File: src/rtl/hazard_fwd_unit_pkg.sv
// hazard_fwd_unit_pkg: select encodings, register-address width and the shadow slot type
package hazard_fwd_unit_pkg;
    localparam int AW = 5;
    localparam logic [1:0] FWD_QX  = 2'b00;
    localparam logic [1:0] FWD_R   = 2'b01;
    localparam logic [1:0] FWD_MR  = 2'b10;
    localparam logic [1:0] FWD_MDO = 2'b11;
    typedef struct packed {
        logic [AW-1:0] rn;
        logic          wreg;
        logic          m2reg;
    } slot_t;
    localparam slot_t BUBBLE = '0;
endpackage

File: src/rtl/hazard_fwd_unit_fwd_sel.sv
// fwd_sel: operand select for one ID source against the EXE and MEM shadow slots
module fwd_sel
    import hazard_fwd_unit_pkg::*;
(
    input  logic [AW-1:0] i_src,
    input  logic          i_use,
    input  logic          i_valid,
    input  slot_t         i_e,
    input  slot_t         i_m,
    output logic [1:0]    o_sel,
    output logic          o_load_use
);
    logic w_hit_e;
    logic w_hit_m;
    assign w_hit_e = i_valid & i_use & i_e.wreg & (i_e.rn != '0) & (i_e.rn == i_src);
    assign w_hit_m = i_valid & i_use & i_m.wreg & (i_m.rn != '0) & (i_m.rn == i_src);
    // a load in EXE never forwards; the stall covers it
    assign o_sel = (w_hit_e & ~i_e.m2reg) ? FWD_R :
                   w_hit_m ? (i_m.m2reg ? FWD_MDO : FWD_MR) : FWD_QX;
    assign o_load_use = w_hit_e & i_e.m2reg;
endmodule

File: src/rtl/hazard_fwd_unit.sv
// hazard_fwd_unit: forwarding selects and load-use stall for the EXE operand muxes.
// Optional saturating statistics counters under HAZARD_FWD_STATS_EN.
module hazard_fwd_unit #(
    parameter int AW = 5
`ifdef HAZARD_FWD_STATS_EN
    , parameter int CNT_W = 32
`endif
) (
    input  logic          clk,
    input  logic          clrn,
    input  logic          id_valid,
    input  logic [AW-1:0] id_rs,
    input  logic [AW-1:0] id_rt,
    input  logic          id_use_rs,
    input  logic          id_use_rt,
    input  logic [AW-1:0] id_rn,
    input  logic          id_wreg,
    input  logic          id_m2reg,
    input  logic          flush,
    output logic [1:0]    fwda,
    output logic [1:0]    fwdb,
    output logic          stall
`ifdef HAZARD_FWD_STATS_EN
    , output logic [CNT_W-1:0] stat_stalls
    , output logic [CNT_W-1:0] stat_fwds
`endif
);
    import hazard_fwd_unit_pkg::*;
    slot_t r_e;
    slot_t r_m;
    logic  w_lu_a;
    logic  w_lu_b;
    fwd_sel u_sel_a (
        .i_src(id_rs), .i_use(id_use_rs), .i_valid(id_valid), .i_e(r_e), .i_m(r_m),
        .o_sel(fwda), .o_load_use(w_lu_a)
    );
    fwd_sel u_sel_b (
        .i_src(id_rt), .i_use(id_use_rt), .i_valid(id_valid), .i_e(r_e), .i_m(r_m),
        .o_sel(fwdb), .o_load_use(w_lu_b)
    );
    // a same-cycle flush already supplies the bubble
    assign stall = (w_lu_a | w_lu_b) & ~flush;
    always_ff @(posedge clk or negedge clrn) begin
        if (!clrn) begin
            r_e <= BUBBLE;
            r_m <= BUBBLE;
        end else begin
            r_m <= r_e;
            r_e <= (id_valid & ~stall & ~flush) ?
                   slot_t'{rn: id_rn, wreg: id_wreg, m2reg: id_m2reg} : BUBBLE;
        end
    end
`ifdef HAZARD_FWD_STATS_EN
    logic [CNT_W-1:0] r_stat_stalls;
    logic [CNT_W-1:0] r_stat_fwds;
    always_ff @(posedge clk or negedge clrn) begin
        if (!clrn) begin
            r_stat_stalls <= '0;
            r_stat_fwds   <= '0;
        end else begin
            if (stall && !(&r_stat_stalls)) r_stat_stalls <= r_stat_stalls + CNT_W'(1);
            if (((fwda != FWD_QX) || (fwdb != FWD_QX)) && !(&r_stat_fwds))
                r_stat_fwds <= r_stat_fwds + CNT_W'(1);
        end
    end
    assign stat_stalls = r_stat_stalls;
    assign stat_fwds   = r_stat_fwds;
`endif
endmodule
File: config.mk
export PLATFORM = sky130hd
export DESIGN_NAME = hazard_fwd_unit
export DESIGN_NICKNAME = d
export VERILOG_FILES = /design/src/rtl/hazard_fwd_unit_pkg.sv /design/src/rtl/hazard_fwd_unit_fwd_sel.sv /design/src/rtl/hazard_fwd_unit.sv
export SDC_FILE = /design/constraint.sdc
export NUM_CORES = 1
export LEC_CHECK = 0
export ABC_CLOCK_PERIOD_IN_PS = 3000
export CAP_MARGIN = 20
export CELL_PAD_IN_SITES_DETAIL_PLACEMENT = 2
export CELL_PAD_IN_SITES_GLOBAL_PLACEMENT = 2
export CORE_UTILIZATION = 29
export CTS_BUF_LIST = sky130_fd_sc_hd__clkbuf_8
export DETAILED_ROUTE_END_ITERATION = 12
export HOLD_SLACK_MARGIN = 0.1
export PLACE_DENSITY_LB_ADDON = 0.1
export SLEW_MARGIN = 40
export SYNTH_ARGS = -nofsm -noshare
export SYNTH_HDL_FRONTEND = slang
export SYNTH_HIERARCHICAL = 1
export SYNTH_SLANG_ARGS = --single-unit
export TNS_END_PERCENT = 10
File: constraint.sdc
create_clock -name clk -period 3 [get_ports clk]
set_input_delay 0.6 -clock clk [delete_from_list [all_inputs] [get_ports clk]]
set_output_delay 0.6 -clock clk [all_outputs]
set_load 0.005 [all_outputs]
* Yosys cells after proc, flatten, opt, wreduce, memory -nomap -nowiden
Index checks and enable logic that the tools add are counted.
** Word-level totals
- Input bits :: 23
- Word-level logic and storage cells :: 43
- Flip-flop bits (word level) :: 14
- Output and inout bits :: 5
** Cells by class
- Bitwise gates (word level) :: 25
- Reductions and logical operators :: 2
- Mux-type cells :: 6
- Equality and inequality tests :: 4
** Operator list (count)
- AND 1 bit :: 21
- == test 5 bit :: 4
- nonzero test 5 bit :: 2
- 2-to-1 mux 2 bit :: 4
- 2-to-1 mux 7 bit :: 1
- inverter 1 bit :: 3
- 2-to-1 mux 1 bit :: 1
- bitwise OR 1 bit :: 1

* Longest topological paths before layout
Gate-level depths: netlist (run 1).
- Depth in word-level cells :: 11
- Depth in mapped cells :: 5
- Depth with buffers taken out :: 5

* By module
Netlist (run 1), hierarchy kept.
** By module, submodules not included
- hazard_fwd_unit :: sequential area each 350.3 um2, area each 425.4 um2, times used 1, cells an instance 24
- fwd_sel :: sequential area each 0.0 um2, area each 178.9 um2, times used 2, cells an instance 25

* Least setup slack after synthesis (run 1)
OpenSTA, ideal clock, no wires.
- Path kind :: input-to-output
- From :: input port id_rt[3]
- To :: output port stall
- Path buffers :: 0
- Stages :: 5
- Data required time :: 2.400 ns
- Path slack :: 0.841 ns
- Arrival time :: 1.559 ns
- Path through :: xor2_1 > a21o_1 > nor4_1 > nor2_1 > nor2_1
** On the way
- Longest elaborated chain between the ends :: 5
** Ends and longest elaborated chain
- from (decl) :: RTL line hazard_fwd_unit.sv:13 : input logic [AW-1:0] id_rt,
- == test 5 bit :: RTL line hazard_fwd_unit_fwd_sel.sv:15 : assign w_hit_e = i_valid & i_use & i_e.wreg & (i_e.rn != '0) & (i_e.rn == i_src);
- AND 1 bit :: RTL line hazard_fwd_unit_fwd_sel.sv:15
- AND 1 bit :: RTL line hazard_fwd_unit_fwd_sel.sv:20 : assign o_load_use = w_hit_e & i_e.m2reg;
- named net w_lu_b :: RTL line hazard_fwd_unit.sv:32 : logic w_lu_b;
- bitwise OR 1 bit :: RTL line hazard_fwd_unit.sv:42 : assign stall = (w_lu_a | w_lu_b) & ~flush;
- AND 1 bit :: RTL line hazard_fwd_unit.sv:42
- to (decl) :: RTL line hazard_fwd_unit.sv:22 : output logic stall
The timed path passes the listed nets, and every way through them passes these cells.

* Worst setup path after layout (run 1)
- From :: input port id_use_rt
- To :: output port fwdb[0]
** On the way
- Longest elaborated chain between the ends :: 6
- Elaborated cells on any way between the ends :: 10
- Those cells by class :: mux (2); bitwise (8)
** Ends and longest elaborated chain
- from (decl) :: RTL line hazard_fwd_unit.sv:15 : input logic id_use_rt,
- AND 1 bit * :: RTL line hazard_fwd_unit_fwd_sel.sv:15, hazard_fwd_unit_fwd_sel.sv:16
- AND 1 bit (on tied branches) (3 in series) :: RTL line hazard_fwd_unit_fwd_sel.sv:16, hazard_fwd_unit_fwd_sel.sv:15
- 2-to-1 mux 2 bit / AND 1 bit (equally long branches) :: RTL line hazard_fwd_unit_fwd_sel.sv:19, hazard_fwd_unit_fwd_sel.sv:18
- 2-to-1 mux 2 bit * :: RTL line hazard_fwd_unit_fwd_sel.sv:18 : assign o_sel = (w_hit_e & ~i_e.m2reg) ? FWD_R :
- to (decl) :: RTL line hazard_fwd_unit.sv:21 : output logic [1:0] fwdb,
Mark *: on every way between the ends. The rest lies on a longest branch, timed or not.

==> results of run 1 <==
kinds of logic after synthesis:
group	Yosys count	share of synthesized area [%]
AND/OR/NAND/NOR	32	25.9
buffers and inverters	2	0.959
flip-flops	14	44.7
XOR/XNOR	16	17.9
AO/OA/AOI/OAI	10	10.5
power by group:
part           internal (mW)  switching [mW]
logic                 0.0494          0.0452
registers              0.196          0.0105
clock network          0.117          0.0750
total                  0.362           0.131
cell usage in the layout, fill, tap and decap left out:
cell | synthesis | layout
dlymetal6s2s_1 | 0 | 4
nand4b_1 | 2 | 2
nand4_1 | 2 | 2
nor2_1 | 4 | 2
nand2_1 | 2 | 2
nor4_4 | 0 | 3
inv_2 | 0 | 1
a21oi_4 | 0 | 1
a21oi_2 | 2 | 1
buf_4 | 0 | 8
a21o_1 | 4 | 4
buf_6 | 0 | 1
a2111oi_2 | 0 | 1
xnor2_1 | 12 | 12
nor4_2 | 0 | 1
xor2_1 | 4 | 4
dfrtp_2 | 0 | 2
nand3_1 | 6 | 5
and2_1 | 7 | 7
nor2b_1 | 2 | 2
nor4b_4 | 1 | 1
a2111oi_1 | 0 | 1
dlygate4sd2_1 | 0 | 9
or4_1 | 2 | 1
nand3_2 | 0 | 1
or4_4 | 0 | 1
clkdlybuf4s50_1 | 0 | 14
o41ai_2 | 0 | 2
dfrtp_1 | 14 | 12
nor2_2 | 0 | 2
clkbuf_8 | 0 | 4
inv_1 | 2 | 1
worst max-delay path, cell delays in order:
cell,delay (ns)
clkdlybuf4s50_1,0.50
buf_4,0.13
nand4b_1,0.12
nor4_2,0.31
buf_4,0.17
a21o_1,0.08
clkdlybuf4s50_1,0.50
cell type report:
| cell class | instances | area [sq um] | area share [%] |
|---|---|---|---|
| inverters | 2 | 7.51 | 0.571 |
| multi-input cells | 58 | 520 | 39.6 |
| well taps | 30 | 37.5 | 2.86 |
| clock buffers | 4 | 55.1 | 4.19 |
| repair buffers | 36 | 340 | 25.9 |
| flip-flops and latches | 14 | 353 | 26.9 |
flip-flops by register name (all words and copies together), names as in the netlist:
signal and count:
r_e 7, r_m 7
repair_timing:
item,in CTS,in global routing
setup endpoints to repair,5,4
pin swaps,8,5
resized for setup,21,13
gates cloned,0,0
metrics by stage:
stage           TNS, ns  power [mW]  utilization, %  hold slack, ns
3_3_place_gp     -0.489       0.288            45.9           0.418
4_1_cts         -0.0127       0.485            50.1           0.456
6_report       -0.00675       0.493            52.1           0.474
5_1_grt         -0.0653       0.512            52.1           0.474
3_5_place_dp     -0.759       0.293            45.9           0.429
2_1_floorplan         0       0.239               -           0.304
per-layer routing:
layer	part of all wire, %	routed length (um)
met5	0	0
met4	2.4	63
met2	53	1390
met1	41	1080
met3	4.1	109
final timing paths:
check,from,to,cells after the start
max,id_use_rt,fwdb[0],7
min,r_e[0],r_m[0],0
max reg2reg,r_e[2],r_e[2],6
min reg2reg,r_e[0],r_m[0],0
max in group asynchronous,clrn,r_e[2],1
min in group asynchronous,clrn,r_m[1],1
==> run_results.csv, run 1 <==
group,metric,value,unit
logic_synthesis,yosysWarningCount,6,
timing,fin_crit_sh,100,%
pwr,vdd_drop_max,0.306,mV
place,hpwl,1900,um
global_routing,track_usage,20.9,%
clock_tree,cts-root-buf,"clkbuf_8",
clock_tree,clk_latency,0.25,ns
global_routing,grt_util_met1,23.3,%
timing,drv_slew,0,
logic_synthesis,synthDistinctLibCells,18,
logic_synthesis,async_reset_ff_share,100,%
logic_synthesis,synth-main-ff-cell,"dfrtp_1",
final_layout,n_antenna_cell,0,
logic_synthesis,syn_nets,97,
timing,fin_crit,3.01,ns
floorplanning,ios,28,
place,gp_congestion,0.800,
logic_synthesis,yosys-top-cells-count,"dfrtp_1, xnor2_1, and2_1, nand3_1",
run_status,violations,"negative setup slack",
place,post-place-cells,140,
critical_path,crit_path_max_fanout,2,
logic_synthesis,yosys-top-cells-area,"dfrtp_1, xnor2_1, and2_1",
timing,relSlewSlack,57.1,%
clock_tree,clkTransAtPathRegs,0.06,ns
detailed_routing,drt_iter0_drc,3,
pwr,power.density,375,nW/um^2
critical_path,start_kind,"input port",
logic_synthesis,avgSynthCellArea,10.6,sq um
floorplanning,rows,18,
pwr,p_leak,0.607,nW
floorplanning,die_w,54.0,um
logic_synthesis,syn_inst,74,
run_status,status,"finished, violations left",
logic_synthesis,ys_seq_area_share,44.7,%
floorplanning,die_h,54.0,um
logic_synthesis,ys_ff_latch,14,
timing,max_freq,0.333,GHz
detailed_routing,wl_per_cell,18.3,um
clock_tree,clkSinkCount,14,
clock_tree,hold_buffers,0,
global_routing,busiest_layer,"met2",
detailed_routing,routed_wl,2640,um
logic_synthesis,synth_edf_count,0,
critical_path,ff2ff_setup_slack,0.87,ns
global_routing,grt_use_met2,36.2,%
final_layout,area_growth,67.7,%
global_routing,grt_pass1_vias,772,
critical_path,criticalPathCategory,"in2out",
global_routing,grt_use_met3,4.24,%
detailed_routing,drt_first_pass_iters,2,
final_layout,drive_gt1_share,26.3,%
floorplanning,initial_core_util,31.1,%
critical_path,required,2.40,ns
logic_synthesis,yosysMostFrequentCell,"dfrtp_1",
detailed_routing,dr_total_vias,721,
flow_run,drv_cap,0,
timing,fin_skew,0.00170,ns
timing,hold_viol_final,0,
place,pre_cts_ws,-0.219,ns
clock_tree,cts_max_level,1,
place,placed_area,1160,sq um
clock_tree,cts_setup_buffers,0,
global_routing,grt_max_degree,15,
logic_synthesis,yosysTopAreaCell,"dfrtp_1",
timing,timing.final.ws_setup,-0.00675,ns
clock_tree,cts_buffers,3,
logic_synthesis,syn_area,783,sq um
hold_path,hp-class,"reg2reg",
final_layout,num-nets-final,138,
final_layout,fin_area,1310,sq um
critical_path,end_kind,"output pin",
logic_synthesis,netlist.area_leader.share,44.7,%
timing,rsz0062_at_grt,"true",
floorplanning,dieArea,2910,sq um
floorplanning,coreArea,2520,sq um
timing,finalSetupViolations,1,
final_layout,instances_no_fill,144,
global_routing,grt_pass1_wl,3960,um
final_layout,fillCellCount,266,
detailed_routing,drc,0,
place,port_buffers,27,
critical_path,worst_ep_arrival_time,2.41,ns
detailed_routing,avgViaCountPerCell,5.01,
detailed_routing,antenna_left,0,
clock_tree,cts_tree,"yes",
timing,worstMarginPinSlew,0.642,ns
clock_tree,clk_path_buf_depth,2,
global_routing,overflow,0,
global_routing,grt_antenna_before_repair,0,
Note: power is estimated with default switching activity, not from simulation.
==> run 2: changes to the inputs <==
CORE_ASPECT_RATIO = 1.4   (was unset)
==> run_results.csv, run 2 (synthesis results as in run 1) <==
group,metric,value,unit
pwr,p_leak,0.575,nW
final_layout,num-nets-final,139,
detailed_routing,antenna_left,0,
timing,finalSetupViolations,0,
place,post-place-cells,144,
final_layout,multi_input_area,517,sq um
detailed_routing,drt_first_pass_iters,4,
hold_path,min_delay_path_depth,0,
hold_path,hp-class,"reg2reg",
floorplanning,ios,28,
critical_path,criticalPathCategory,"in2out",
critical_path,start_kind,"input port",
timing,drv_slew,0,
floorplanning,die_h,63.5,um
clock_tree,cts_buffers,3,
floorplanning,coreArea,2470,sq um
clock_tree,cts_tree,"yes",
clock_tree,hold_buffers,0,
detailed_routing,avgViaCountPerCell,4.97,
clock_tree,clkSinkCount,14,
clock_tree,cts_max_level,1,
timing,worstMarginPinSlew,0.616,ns
global_routing,grt_antenna_before_repair,0,
hold_path,holdPathEnd,"r_m[2]",
hold_path,hp-start,"r_e[2]",
run_status,status,"complete, no violations",
timing,fin_crit_sh,97.8,%
critical_path,r2r_start,"r_e[2]",
timing,relSlewSlack,58.8,%
final_layout,n_antenna_cell,0,
clock_tree,clkTransAtPathRegs,0.06,ns
detailed_routing,drt_iter0_drc,4,
clock_tree,clk_latency,0.25,ns
place,port_buffers,27,
final_layout,instances_no_fill,149,
timing,rsz0062_at_grt,"true",
timing,max_freq,0.341,GHz
flow_run,drv_cap,0,
final_layout,seqCellArea,352,sq um
timing,fin_crit,2.93,ns
detailed_routing,dr_total_vias,741,
critical_path,required,2.40,ns
pwr,power.density,373,nW/um^2
critical_path,worstRegToRegCells,7,
final_layout,drive_gt1_share,24.3,%
global_routing,track_usage,22.7,%
global_routing,grt_max_degree,15,
clock_tree,cts-root-buf,"clkbuf_8",
detailed_routing,wl_per_cell,18.4,um
critical_path,end_kind,"output pin",
floorplanning,dieArea,2920,sq um
pwr,vdd_drop_max,0.314,mV
final_layout,fillCellCount,281,
timing,hold_viol_final,0,
final_layout,area_growth,66.9,%
final_layout,top_regs,"r_e x7, r_m x7",
place,hpwl,2060,um
global_routing,grt_pass1_vias,883,
floorplanning,initial_core_util,31.7,%
place,gp_congestion,0.720,
final_layout,layout.cells.most_common_list,"clkdlybuf4s50_1, dfrtp_1, xnor2_1",
final_layout,finish.utilization,52.9,%
detailed_routing,drc,0,
floorplanning,rows,21,
critical_path,worst_ep_arrival_time,2.33,ns
timing,fin_skew,0.00130,ns
critical_path,crit_path_max_fanout,2,
global_routing,grt_pass1_wl,4510,um
clock_tree,clk_path_buf_depth,2,
floorplanning,die_w,45.9,um
global_routing,overflow,0,
critical_path,ff2ff_setup_slack,0.78,ns
final_layout,mostFrequentLayoutCell,"clkdlybuf4s50_1",
critical_path,r2r-end,"r_e[2]",
detailed_routing,routed_wl,2740,um
[run 2: how the worst max path moves through the flow]
stage                   start       to  slack [ns]
detailed placement   id_rs[3]  fwda[1]       -0.30
CTS                    r_e[2]  fwdb[1]       0.004
finish              id_use_rs  fwda[1]        0.07
global placement     id_rs[3]  fwda[1]       -0.24
global route         id_rt[1]    stall       -0.04
floorplan            id_rt[3]    stall        0.84
[run 2: timing repair]
| action | 4_1_cts | 5_1_grt |
|---|---|---|
| pin swaps | 8 | 3 |
| gates resized for setup | 25 | 3 |
| buffers inserted | 1 | 0 |
| setup endpoints to repair | 5 | 5 |
[run 2: metrics by stage]
step / power, mW / hold slack (ns) / TNS [ns] / instance area [sq um] / worst slack (ns)
floorplan: 0.239 / 0.304 / 0 / 783 / 0.841
global placement: 0.288 / 0.410 / -0.851 / 1160 / -0.241
detailed placement: 0.294 / 0.428 / -1.16 / 1160 / -0.301
CTS: 0.486 / 0.450 / 0 / 1300 / 0.00418
global route: 0.510 / 0.477 / -0.0922 / 1310 / -0.0358
finish: 0.487 / 0.467 / 0 / 1310 / 0.0656
[run 2: layer usage]
layer / track usage, % / share of wire, %
met5: 0 / 0
met4: 12.9 / 2.5
met3: 1.72 / 1.9
met2: 41.7 / 61
met1: 23.2 / 35
[run 2: cell type report]
type | instances | area share (%)
clock buffer | 4 | 4.21
multi-input combinational | 58 | 39.5
inverter | 2 | 0.574
sequential | 14 | 26.9
timing repair buffer | 37 | 25.6
tap | 34 | 3.25
[run 2: critical path, cell delays in order]
cell and delay (ns):
clkdlybuf4s50_1 0.50, nand3_2 0.11, a2111oi_4 0.34, buf_4 0.16
nor2b_1 0.12, clkdlybuf4s50_1 0.50
[run 2: where the power goes]
| part | switching, mW | total [mW] | internal (mW) |
|---|---|---|---|
| clock network | 0.0710 | 0.188 | 0.117 |
| registers | 0.00950 | 0.206 | 0.196 |
| logic | 0.0473 | 0.0941 | 0.0468 |
| total | 0.128 | 0.487 | 0.360 |
==> run 3: changes to the inputs <==
SETUP_SLACK_MARGIN = 0.5   (was unset)
==> run_results.csv, run 3 (synthesis results as in run 1) <==
group,metric,value,unit
run_status,status,"complete, no violations",
global_routing,overflow,0,
timing,drv_slew,0,
critical_path,criticalPathCategory,"reg2out",
timing,worstMarginPinSlew,0.632,ns
final_layout,instances_no_fill,158,
critical_path,required,2.40,ns
timing,rsz0062_at_grt,"true",
pwr,pwr-share-seq,39.1,%
timing,fin_crit,2.67,ns
timing,relSlewSlack,57.7,%
timing,finalSetupViolations,0,
detailed_routing,routed_wl,4420,um
detailed_routing,antenna_left,0,
clock_tree,clk_latency,0.24,ns
timing,timing.final.ws_setup,0.326,ns
floorplanning,die_h,63.5,um
hold_path,min_delay_path_depth,0,
floorplanning,die_w,45.9,um
pwr,power,0.532,mW
clock_tree,clkTransAtPathRegs,0.06,ns
floorplanning,initial_core_util,31.7,%
clock_tree,cts-root-buf,"clkbuf_8",
clock_tree,cts_tree,"yes",
global_routing,grt_max_degree,15,
place,pre_cts_ws,-0.301,ns
critical_path,end_kind,"output pin",
final_layout,n_antenna_cell,0,
timing,fin_tns_setup,0,ns
critical_path,crit_path_max_fanout,3,
critical_path,r2r_start,"r_e[4]",
final_layout,mostFrequentLayoutCell,"buf_4",
clock_tree,clk_path_buf_depth,2,
timing,fin_skew,0.00160,ns
hold_path,hp-class,"reg2reg",
place,port_buffers,27,
place,gp_congestion,0.720,
detailed_routing,drt_first_pass_iters,4,
global_routing,grt_pass1_wl,5590,um
detailed_routing,dr_total_vias,860,
critical_path,r2r-end,"r_e[4]",
pwr,combPwrFrac,25.8,%
floorplanning,dieArea,2920,sq um
final_layout,area_growth,93.0,%
detailed_routing,drc,0,
detailed_routing,drt_iter0_drc,22,
critical_path,worstRegToRegCells,7,
timing,fin_crit_sh,89.1,%
floorplanning,rows,21,
critical_path,start_kind,"flip-flop",
place,post-place-cells,144,
clock_tree,cts_max_level,1,
final_layout,drive_gt1_share,53.2,%
detailed_routing,avgViaCountPerCell,5.44,
global_routing,grt_antenna_before_repair,0,
hold_path,holdPathEnd,"r_m[0]",
timing,max_freq,0.374,GHz
global_routing,track_usage,28.3,%
flow_run,drv_cap,0,
timing,hold_viol_final,0,
final_layout,top_regs,"r_e x7, r_m x7",
clock_tree,cts_buffers,3,
timing,timing.hold.ws,0.480,ns
clock_tree,clkSinkCount,14,
floorplanning,ios,28,
pwr,p_leak,0.673,nW
pwr,p_int,0.379,mW
floorplanning,coreArea,2470,sq um
pwr,switching_share,28.8,%
critical_path,worst_ep_arrival_time,2.07,ns
final_layout,fillCellCount,236,
pwr,vdd_drop_max,0.338,mV
detailed_routing,wl_per_cell,28.0,um
place,hpwl,2060,um
pwr,switching_power,0.153,mW
hold_path,hp-start,"r_e[0]",
pwr,power.density,352,nW/um^2
global_routing,grt_pass1_vias,999,
final_layout,num-nets-final,148,
final_layout,layout.cells.most_common_list,"buf_4, dfrtp_1, clkdlybuf4s50_1",
clock_tree,hold_buffers,0,
pwr,p_clk_share,35.1,%
critical_path,ff2ff_setup_slack,0.64,ns
## run 3: how the worst max path moves through the flow
| stage | from | endpoint | depth (start not counted) |
|---|---|---|---|
| 6_report | r_e[3] | stall | 9 |
| 5_1_grt | r_e[3] | fwdb[1] | 9 |
| 3_3_place_gp | id_rs[3] | fwda[1] | 7 |
| 2_1_floorplan | id_rt[3] | stall | 5 |
| 3_5_place_dp | id_rs[3] | fwda[1] | 7 |
| 4_1_cts | r_e[3] | fwdb[1] | 7 |
## run 3: final cells by class
type	instances	area, sq um	share of cell area (%)
Clock buffer	4	55.1	3.64
Inverter	2	7.51	0.497
Multi-Input combinational cell	58	664	44.0
Sequential cell	14	354	23.4
Tap cell	34	42.5	2.81
Timing Repair Buffer	46	388	25.7
## run 3: stage by stage
step | instance area [sq um] | util [%]
2_1_floorplan | 783 | -
3_3_place_gp | 1160 | 47.1
3_5_place_dp | 1160 | 47.1
4_1_cts | 1450 | 58.7
5_1_grt | 1510 | 61.2
6_report | 1510 | 61.2
## run 3: critical path: stages (launching register included)
cell and delay (ns):
dfrtp_2 0.43, buf_4 0.17, xnor2_2 0.19, nand3_2 0.16, buf_4 0.18, nor4_4 0.24, buf_4 0.18, nor2_2 0.04
nor2_1 0.11, clkbuf_2 0.13
## run 3: layer usage
metal	vias up	track usage [%]	routed length (um)	share of wire, %
li1	369	-	-	-
met1	434	30.4	1660	37
met2	46	51.4	2460	56
met3	11	4.01	197	4.5
met4	0	11.8	110	2.5
met5	-	0	0	0
## run 3: what timing repair did
action | 4_1_cts | 5_1_grt
resized for setup | 76 | 8
setup endpoints to repair | 5 | 5
setup buffers | 8 | 2
pin swaps | 20 | 4
## run 3: power by group through the flow
| stage | combinational [mW] | clock [mW] | sequential (mW) |
|---|---|---|---|
| after floorplan | 0.0331 | 0 | 0.206 |
| after global placement | 0.0807 | 0 | 0.207 |
| after detailed placement | 0.0861 | 0 | 0.208 |
| after CTS | 0.118 | 0.187 | 0.206 |
| after global routing | 0.142 | 0.200 | 0.208 |
| final | 0.137 | 0.187 | 0.208 |
